[config.mk]
export PLATFORM = sky130hd
export DESIGN_NAME = clk_div_prog_flat
export DESIGN_NICKNAME = d
export VERILOG_FILES = /design/src/rtl/clk_div_prog_if.sv /design/src/rtl/clk_div_prog.sv /design/src/flat_wrapper.sv
export SDC_FILE = /design/constraint.sdc
export NUM_CORES = 1
export LEC_CHECK = 0
export BUFFER_PORTS_ARGS = -buffer_cell sky130_fd_sc_hd__buf_4
export CAP_MARGIN = 0
export CORE_MARGIN = 4
export CORE_UTILIZATION = 55
export CTS_BUF_LIST = sky130_fd_sc_hd__clkbuf_16
export DETAILED_ROUTE_END_ITERATION = 12
export PLACE_DENSITY = 0.87
export SLEW_MARGIN = 30
export SYNTH_ARGS = -nofsm -noshare
export SYNTH_HDL_FRONTEND = slang
export SYNTH_SLANG_ARGS = --single-unit
[constraint.sdc]
create_clock -name clk_in -period 2.1 [get_ports clk_in]
set_input_delay 0.42 -clock clk_in [delete_from_list [all_inputs] [get_ports clk_in]]
set_output_delay 0.42 -clock clk_in [all_outputs]
set_load 0.05 [all_outputs]
[src/rtl/clk_div_prog_if.sv]
// Control/status bundle for the programmable clock divider: run-time divisor
// staging, phase restart and the divided outputs.
interface clk_div_prog_if #(
  parameter int CNT_W = 16
);
  logic             en;
  logic             restart;
  logic             div_load;
  logic [CNT_W-1:0] div_half;
  logic             clk_out;
  logic             tick;
  logic             pending;
  logic [CNT_W-1:0] active_half;

  modport master (
    output en, restart, div_load, div_half,
    input  clk_out, tick, pending, active_half
  );

  modport slave (
    input  en, restart, div_load, div_half,
    output clk_out, tick, pending, active_half
  );
endinterface

[src/rtl/clk_div_prog.sv]
// Programmable 50%-duty clock divider with a staged, glitch-free divisor update
// that lands only on a half-period boundary, plus synchronous phase restart.
module clk_div_prog #(
  parameter int          CNT_W        = 16,
  parameter int unsigned DEFAULT_HALF = 2351
) (
  input  logic           clk_in,
  input  logic           reset,
  clk_div_prog_if.slave  bus
);
  localparam logic [CNT_W-1:0] RESET_HALF = CNT_W'(DEFAULT_HALF);

  logic [CNT_W-1:0] counter;
  logic [CNT_W-1:0] shadow;
  logic [CNT_W-1:0] active_half;
  logic             clk_q;
  logic             tick_q;
  logic             pending_q;

  always_ff @(posedge clk_in) begin
    if (reset) begin
      counter     <= '0;
      shadow      <= RESET_HALF;
      active_half <= RESET_HALF;
      clk_q       <= 1'b0;
      tick_q      <= 1'b0;
      pending_q   <= 1'b0;
    end else begin
      tick_q <= 1'b0;

      if (bus.restart) begin
        counter <= '0;
        clk_q   <= 1'b0;
        if (pending_q) begin
          active_half <= shadow;
          pending_q   <= 1'b0;
        end
      end else if (bus.en) begin
        if (counter == active_half) begin
          // The counter is zero whenever the divisor changes, so a shrinking
          // divisor can never leave the counter above the new terminal count.
          counter <= '0;
          clk_q   <= ~clk_q;
          tick_q  <= ~clk_q;
          if (pending_q) begin
            active_half <= shadow;
            pending_q   <= 1'b0;
          end
        end else begin
          counter <= counter + CNT_W'(1);
        end
      end

      // NOTE: non-blocking assignments read the pre-edge shadow/pending above,
      // and this later assignment wins, so a coincident load re-arms pending.
      if (bus.div_load) begin
        shadow    <= bus.div_half;
        pending_q <= 1'b1;
      end
    end
  end

  assign bus.clk_out     = clk_q;
  assign bus.tick        = tick_q;
  assign bus.pending     = pending_q;
  assign bus.active_half = active_half;
endmodule

[src/flat_wrapper.sv]
// flat-port wrapper written by rule: the top's interface ports become plain ports
module clk_div_prog_flat 
#(
  parameter int          CNT_W        = 16,
  parameter int unsigned DEFAULT_HALF = 2351
)
  (clk_in, reset, bus_en, bus_restart, bus_div_load, bus_div_half, bus_clk_out, bus_tick, bus_pending, bus_active_half);
  clk_div_prog_if #(.CNT_W(CNT_W)) bus_i ();
  input  logic clk_in;
  input  logic reset;
  input wire logic [$bits(bus_i.en)-1:0] bus_en;
  input wire logic [$bits(bus_i.restart)-1:0] bus_restart;
  input wire logic [$bits(bus_i.div_load)-1:0] bus_div_load;
  input wire logic [$bits(bus_i.div_half)-1:0] bus_div_half;
  output wire logic [$bits(bus_i.clk_out)-1:0] bus_clk_out;
  output wire logic [$bits(bus_i.tick)-1:0] bus_tick;
  output wire logic [$bits(bus_i.pending)-1:0] bus_pending;
  output wire logic [$bits(bus_i.active_half)-1:0] bus_active_half;
  assign bus_i.en = bus_en;
  assign bus_i.restart = bus_restart;
  assign bus_i.div_load = bus_div_load;
  assign bus_i.div_half = bus_div_half;
  assign bus_clk_out = bus_i.clk_out;
  assign bus_tick = bus_i.tick;
  assign bus_pending = bus_i.pending;
  assign bus_active_half = bus_i.active_half;
  clk_div_prog #(.CNT_W(CNT_W), .DEFAULT_HALF(DEFAULT_HALF)) u_core (.clk_in(clk_in), .reset(reset), .bus(bus_i));
endmodule
==> run_results.csv, run 1 <==
group,metric,value,unit
clocking,clockBufferDepth,2,
clocking,cts.clk_slew.worst_paths,0.06,ns
worst_hold_path,hold_depth,3,
finish,finalNetCount,317,
place,placed_area,0.002721,mm²
setup_path,critical_path.max_stage_delay,0.40,ns
sta,tns,0,ns
setup_path,required,2.28,ns
global_routing,first_global_vias,1825,
synthesis,synth_area_leader_cell,"dfxtp_1",
place,io_buffer_count,39,
sta,worst_pin_slew,0.4388,ns
synthesis,synth_area,0.002412,mm²
die,die_w,74.23,µm
setup_path,worst-r2r-setup-slack,0.17,ns
sta,rsz0062_at_grt,"false",
pwr,p_int,1.518,mW
worst_hold_path,hp-start,"bus_div_half[1]",
sta,fin_ws,0.1688,ns
clocking,cts_hold_buf,0,
clocking,root_buffer,"clkbuf_16",
setup_path,path_cells,"xor2_1 -> nor4_2 -> nand4_2 -> o21ai_4 -> buf_4 -> nor2_1",
synthesis,yosysMostFrequentCell,"dfxtp_1",
pwr,p_seq_share,51.5,%
sta,final.period_utilization,91.96,%
drt,postRouteAntennaNets,0,
place,gp_congestion,0.8412,
drt,wirelength,5.170,mm
pwr,p_leak,1.141,nW
synthesis,synthTopCellsByArea,"dfxtp_1, mux2i_1, xor2_1",
pwr,power.clock.fraction,37.7,%
clocking,h-tree-depth,2,
synthesis,async_flop_share,0,%
synthesis,synth.cells.most_frequent,"dfxtp_1, nor2_1, nand2_1",
sta,layout_min_cycle_time,1.931,ns
setup_path,timing.rr.end,"u_core.counter[12]$_SDFFE_PP0P_",
global_routing,track_usage,20.21,%
pwr,power_density,700.5,mW/mm²
setup_path,critPathKind,"flop to flop",
die,die_y,74.23,µm
place,dpl.hpwl,3.766,mm
finish,final_cell_area,0.002855,mm²
drt,first_pass_iters,4,
synthesis,synth_cell_types,38,
worst_hold_path,min_to,"u_core.shadow[1]$_SDFFE_PP1P_",
pwr,switchingPower,482.5,µW
sta,slew_headroom,70.72,%
finish,areaGrowthSynthToFinish,18.36,%
synthesis,yosysWarnings,0,
setup_path,r2r_cells,6,
sta,fmax,0.5178,GHz
setup_path,critical-path-top-delay-family,"simple AND/OR/NAND/NOR gates",
clocking,cts_tree,"built",
pwr,power,2.000,mW
die,io-pin-count,40,
synthesis,netlist.area_leader.share,42.32,%
sta,clock_skew,0.004361,ns
finish,postLayoutCoreUtil,69.38,%
sta,finalSetupViolCount,0,
synthesis,postSynthRegisterBits,51,
setup_path,worstPathArrival,2.11,ns
synthesis,postSynthCellCount,261,
sta,drv_slew,0,
clocking,numCtsBuffers,5,
setup_path,endpoint_kind,"flop",
clocking,cts.sinks,51,
synthesis,syn_nets,283,
place,place_ws,0.1778,ns
pwr,ir_drop,0.0004886,V
job,maxCapViolCount,0,
run_status,outcome,"completed",
setup_path,worstPathMaxFanout,13,
die,start_util,58.62,%
global_routing,grt_max_degree,34,
setup_path,path_buf_inv,1,
clocking,cts_resized,0,
synthesis,synth-edff-count,0,
worst_hold_path,hp-class,"primary input to flop",
die,die_area,0.005509,mm²
setup_path,cp-start-kind,"flop",
drt,viasPerCell,5.658,
finish,layout-drive-gt1-share,20.34,%
drt,num_vias,1952,
synthesis,synthFlopType,"dfxtp_1",
pwr,switching_share,24.12,%
global_routing,grt_antenna_before_repair,0,
synthesis,post_synth.cell_area_avg,9.243,µm²
clocking,postCtsSetupBuffers,0,
synthesis,ys_seq_area_share,42.32,%
clocking,worstSkewPairLatency,0.28,ns
drt,wl_per_cell,14.99,µm
setup_path,crit_slowest_cell,"nor4_2",
drt,drc,0,
setup_path,cp-startpoint,"u_core.bus.active_half[3]$_SDFFE_PP1P_",
die,rows,23,
drt,drtIter0Drc,188,
die,core_area,0.004115,mm²
setup_path,r2r-start,"u_core.bus.active_half[3]$_SDFFE_PP1P_",
sta,hold_violations,0,
finish,diodes,0,
pwr,combPwrFrac,10.8,%
global_routing,grt_overflow,0,
global_routing,grt_pass1_wl,8.625,mm
-- power by group through the flow --
stage,clock network [mW],logic [mW],registers (mW)
global placement,0,0.210,1.05
finish,0.754,0.215,1.03
floorplan,0,0.110,1.08
global route,0.810,0.234,1.03
detailed placement,0,0.216,1.05
CTS,0.767,0.216,1.03
-- layout make-up --
class	count	area, µm²
multi-input cells	193	1311
fillers	339	1260
flip-flops and latches	51	1021
repair buffers	43	322.8
clock buffers	5	125.1
well taps	50	62.56
clock inverters	2	8.758
inverters	1	3.754
-- state kept, by name (all words and copies together) (netlist names) --
name,count
u_core.counter,16
u_core.bus.clk_out,1
u_core.bus.tick,1
u_core.bus.active_half,16
u_core.shadow,16
u_core.bus.pending,1
-- cell families (layout without fill, tap and decap cells) --
kind of cell | Yosys count | count (layout) | share of synthesized area, %
adders and majority gates | 1 | 1 | 0.5186
and+or+nand+nor | 108 | 108 | 23.34
DFF | 51 | 51 | 42.32
buffers and inverters | 17 | 51 | 3.319
xor gates and xnor gates | 31 | 31 | 11.26
AOI/OAI and AO/OA | 35 | 35 | 11.77
muxes | 18 | 18 | 7.469
-- how the worst max path moves through the flow --
| stage | depth (start not counted) | endpoint | slack (ns) |
|---|---|---|---|
| after floorplan | 5 | u_core.bus.active_half[10]$_SDFFE_PP0P_ | 0.12 |
| after global placement | 6 | u_core.counter[9]$_SDFFE_PP0P_ | 0.19 |
| after detailed placement | 6 | u_core.counter[9]$_SDFFE_PP0P_ | 0.18 |
| after CTS | 6 | u_core.counter[12]$_SDFFE_PP0P_ | 0.14 |
| after global routing | 6 | u_core.counter[12]$_SDFFE_PP0P_ | 0.001 |
| final | 6 | u_core.counter[12]$_SDFFE_PP0P_ | 0.17 |
-- worst register-to-register path, delay by kind of cell, from the launching register on --
family                    cells  cell delay (ns)
DFF                           1             0.36
xor gates and xnor gates      1             0.18
and+or+nand+nor               3             0.68
AOI/OAI and AO/OA             1             0.35
buffers and inverters         1             0.26
-- layer usage --
metal  vias up  track usage [%]  routed length, µm
met5         -                0                  0
met1       915            26.63               2396
li1        987                -                  -
met2        41            32.48               2502
met3         9            5.811                214
met4         0            5.731                 57
-- placed cells by master (no fill, tap or decap), types with 2 or more instances in the layout --
cell,count
a21oi_1,8
a221o_1,8
and3_1,3
buf_4,43
clkbuf_16,5
dfxtp_1,51
mux2i_1,18
nand2_1,21
nand2b_1,8
nand3_1,16
nand3b_1,7
nand4_1,4
nor2_1,33
nor2b_1,2
nor3_1,3
nor4_2,3
o21ai_0,8
o221a_1,4
o221a_2,3
xnor2_1,12
xor2_1,19
-- through the flow --
stage          cells  hold slack (ns)
3_3_place_gp     338           0.4683
3_5_place_dp     338           0.4853
5_1_grt          345           0.3589
2_1_floorplan    261           0.4559
4_1_cts          345           0.3450
6_report         345           0.3497
Power figures use the tool's default switching activity.
==> run 2, diff against run 1 <==
Settings changed: ABC_AREA set to 1.
==> run 2 against run 1 <==
Global-route usage increased by 0.16 points. Clock-buffer cell count is the same. Fmax rose by 6.2%. Utilization decreased by 0.81 points. Routed wire length fell by 3.9%. Combinational power grew 34%. Power rose by 5.9%. Clock skew is essentially flat. Sequential share of layout area is 1.2 points higher. Critical path depth up 5. Cell count grew 22%. Critical endpoint is now u_core.bus.active_half[3]$_SDFFE_PP1P_. Largest cell class unchanged. Largest power group unchanged.
==> run_results.csv, run 2 <==
group,metric,value,unit
die,die_w,73.00,µm
pwr,power_density,766.9,mW/mm²
synthesis,synth.cells.most_frequent,"nand2_1, dfxtp_1, inv_1",
global_routing,grt_pass1_wl,8.625,mm
drt,num_vias,2140,
drt,postRouteAntennaNets,0,
finish,mostFrequentLayoutCells,"nand2_1, dfxtp_1, inv_1, buf_4, nor2_1",
sta,drv_slew,0,
synthesis,synth_fa_ha_area_share,0.5385,%
sta,fmax,0.5501,GHz
setup_path,required,2.26,ns
setup_path,critPathKind,"flop to flop",
clocking,h-tree-depth,2,
sta,layout_min_cycle_time,1.818,ns
run_status,outcome,"completed",
synthesis,yosysMostFrequentCell,"nand2_1",
synthesis,synth_top_family_by_area,"simple AND/OR/NAND/NOR gates",
place,dp_cells,413,
synthesis,synth_xor_area_share,4.146,%
synthesis,netlist.area_leader.share,43.94,%
setup_path,cp-start-kind,"flop",
job,maxCapViolCount,0,
sta,rsz0062_at_grt,"false",
drt,wirelength,4.967,mm
setup_path,cp-startpoint,"u_core.counter[8]$_SDFFE_PP0P_",
global_routing,grt_antenna_before_repair,0,
sta,clock_skew,0.003870,ns
synthesis,synth-simple-area-share,32.63,%
global_routing,grt_max_degree,27,
synthesis,synthTopCellsByArea,"dfxtp_1, nand2_1, nand3_1",
finish,diodes,0,
synthesis,postSynthRegisterBits,51,
finish,layout_commonest_cell,"nand2_1",
synthesis,synthMuxAreaShare,0,%
place,io_buffer_count,39,
synthesis,syn_nets,356,
synthesis,ys_seq_area_share,43.94,%
clocking,cts_resized,0,
synthesis,post_synth.cell_area_avg,6.957,µm²
drt,drtIter0Drc,82,
finish,final_cells,421,
clocking,clockBufferDepth,2,
synthesis,postSynthCellCount,334,
place,gp_congestion,0.8392,
die,die_area,0.005328,mm²
clocking,root_buffer,"clkbuf_16",
global_routing,track_usage,20.37,%
sta,finalSetupViolCount,0,
finish,areaGrowthSynthToFinish,18.90,%
finish,layout-drive-gt1-share,14.82,%
finish,area.sequential,0.001021,mm²
synthesis,yosysWarnings,0,
die,die_y,73.00,µm
synthesis,synth_compound_area_share,7.970,%
pwr,p_leak,1.283,nW
setup_path,worstPathMaxFanout,26,
die,core_area,0.004029,mm²
pwr,ir_drop,0.0005319,V
sta,slew_headroom,57.16,%
drt,wl_per_cell,11.80,µm
clocking,cts_hold_buf,0,
setup_path,timing.rr.end,"u_core.bus.active_half[3]$_SDFFE_PP1P_",
clocking,postCtsSetupBuffers,0,
drt,first_pass_iters,4,
setup_path,worstPathArrival,1.98,ns
setup_path,worst-r2r-setup-slack,0.28,ns
finish,fill_cells,344,
sta,hold_violations,0,
die,io-pin-count,40,
global_routing,grt_overflow,0,
synthesis,synth_area,0.002323,mm²
pwr,power,2.119,mW
sta,worst_pin_slew,0.6420,ns
sta,final.period_utilization,86.57,%
synthesis,async_flop_share,0,%
worst_hold_path,hp-class,"primary input to flop",
finish,multiInputGateArea,0.001052,mm²
sta,tns,0,ns
synthesis,synth-edff-count,0,
clocking,numCtsBuffers,5,
global_routing,first_global_vias,2002,
finish,final_cell_area,0.002763,mm²
setup_path,r2r_cells,11,
setup_path,endpoint,"u_core.bus.active_half[3]$_SDFFE_PP1P_",
die,rows,23,
setup_path,r2r-start,"u_core.counter[8]$_SDFFE_PP0P_",
finish,top_regs,"u_core.bus.active_half x16, u_core.counter x16, u_core.shadow x16",
die,start_util,57.67,%
clocking,cts_tree,"built",
finish,finalNetCount,392,
synthesis,synthFlopType,"dfxtp_1",
place,dpl.hpwl,3.744,mm
clocking,worstSkewPairLatency,0.29,ns
place,placed_area,0.002616,mm²
synthesis,synth_area_leader_cell,"dfxtp_1",
drt,drc,0,
synthesis,synth_cell_types,24,
clocking,cts.sinks,51,
drt,viasPerCell,5.083,
setup_path,endpoint_kind,"flop",
clocking,cts.clk_slew.worst_paths,0.07,ns
run 2: cell types whose count changed after synthesis, sizes merged, moves of 8 or more:
cell	before	now
a21oi	8	22
a221o	8	0
inv	1	44
mux2i	18	0
nand2	21	90
nand2b	8	0
nand3	17	37
xnor2	12	3
xor2	19	8
run 2: how the worst min path moves through the flow:
| stage | from | to | depth (start not counted) |
|---|---|---|---|
| 2_1_floorplan | u_core.shadow[0]$_SDFFE_PP1P_ | u_core.shadow[0]$_SDFFE_PP1P_ | 2 |
| 3_3_place_gp | u_core.shadow[8]$_SDFFE_PP1P_ | u_core.shadow[8]$_SDFFE_PP1P_ | 2 |
| 3_5_place_dp | u_core.shadow[3]$_SDFFE_PP1P_ | u_core.shadow[3]$_SDFFE_PP1P_ | 2 |
| 4_1_cts | bus_div_half[0] | u_core.shadow[0]$_SDFFE_PP1P_ | 3 |
| 5_1_grt | bus_div_half[11] | u_core.shadow[11]$_SDFFE_PP1P_ | 3 |
| 6_report | bus_div_half[11] | u_core.shadow[11]$_SDFFE_PP1P_ | 3 |
run 2: area by class of cell:
cell class / count / area share, %
tap: 50 / 2.264
multi-input combinational: 226 / 38.09
inverter: 44 / 5.978
sequential: 51 / 36.96
clock inverter: 3 / 0.7699
timing repair buffer: 42 / 11.41
clock buffer: 5 / 4.529
run 2: power by group:
group	switching, mW	internal, mW
logic	0.185	0.104
registers	0.0339	1.01
clock network	0.344	0.441
run 2: metrics by stage:
stage	setup slack [ns]	utilization, %	hold WS (ns)
floorplan	0.3345	-	0.4295
global placement	0.3304	64.94	0.4388
detailed placement	0.2749	64.94	0.4472
CTS	0.2688	68.57	0.3371
global route	0.03975	68.57	0.3447
finish	0.2820	68.57	0.3397
run 2: critical path, cell delays in order, from the launching register on:
cell     delay [ns]
dfxtp_1        0.36
inv_1          0.09
nand2_1        0.06
nand2_1        0.04
nor2_1         0.10
nand2_1        0.06
nor2_1         0.17
nand3_2        0.19
nand2_4        0.25
nand2_1        0.19
nand2_1        0.10
nand3_1        0.07
run 2: per-layer routing:
layer / wire [µm] / share of wire (%) / track usage (%) / up-vias
met3: 260 / 5.2 / 4.821 / 9
met1: 2221 / 45 / 26.18 / 948
li1: - / - / - / 1126
met2: 2393 / 48 / 33.17 / 57
met4: 92 / 1.9 / 7.377 / 0
met5: 0 / 0 / 0 / -
run 2: logic make-up (layout without fill, tap and decap cells):
kind of cell               count (synthesis)  count (layout)
and+or+nand+nor                          178             178
AOI/OAI and AO/OA                         36              36
adders and majority gates                  1               1
DFF                                       51              51
xor gates and xnor gates                  11              11
buffers and inverters                     57              94
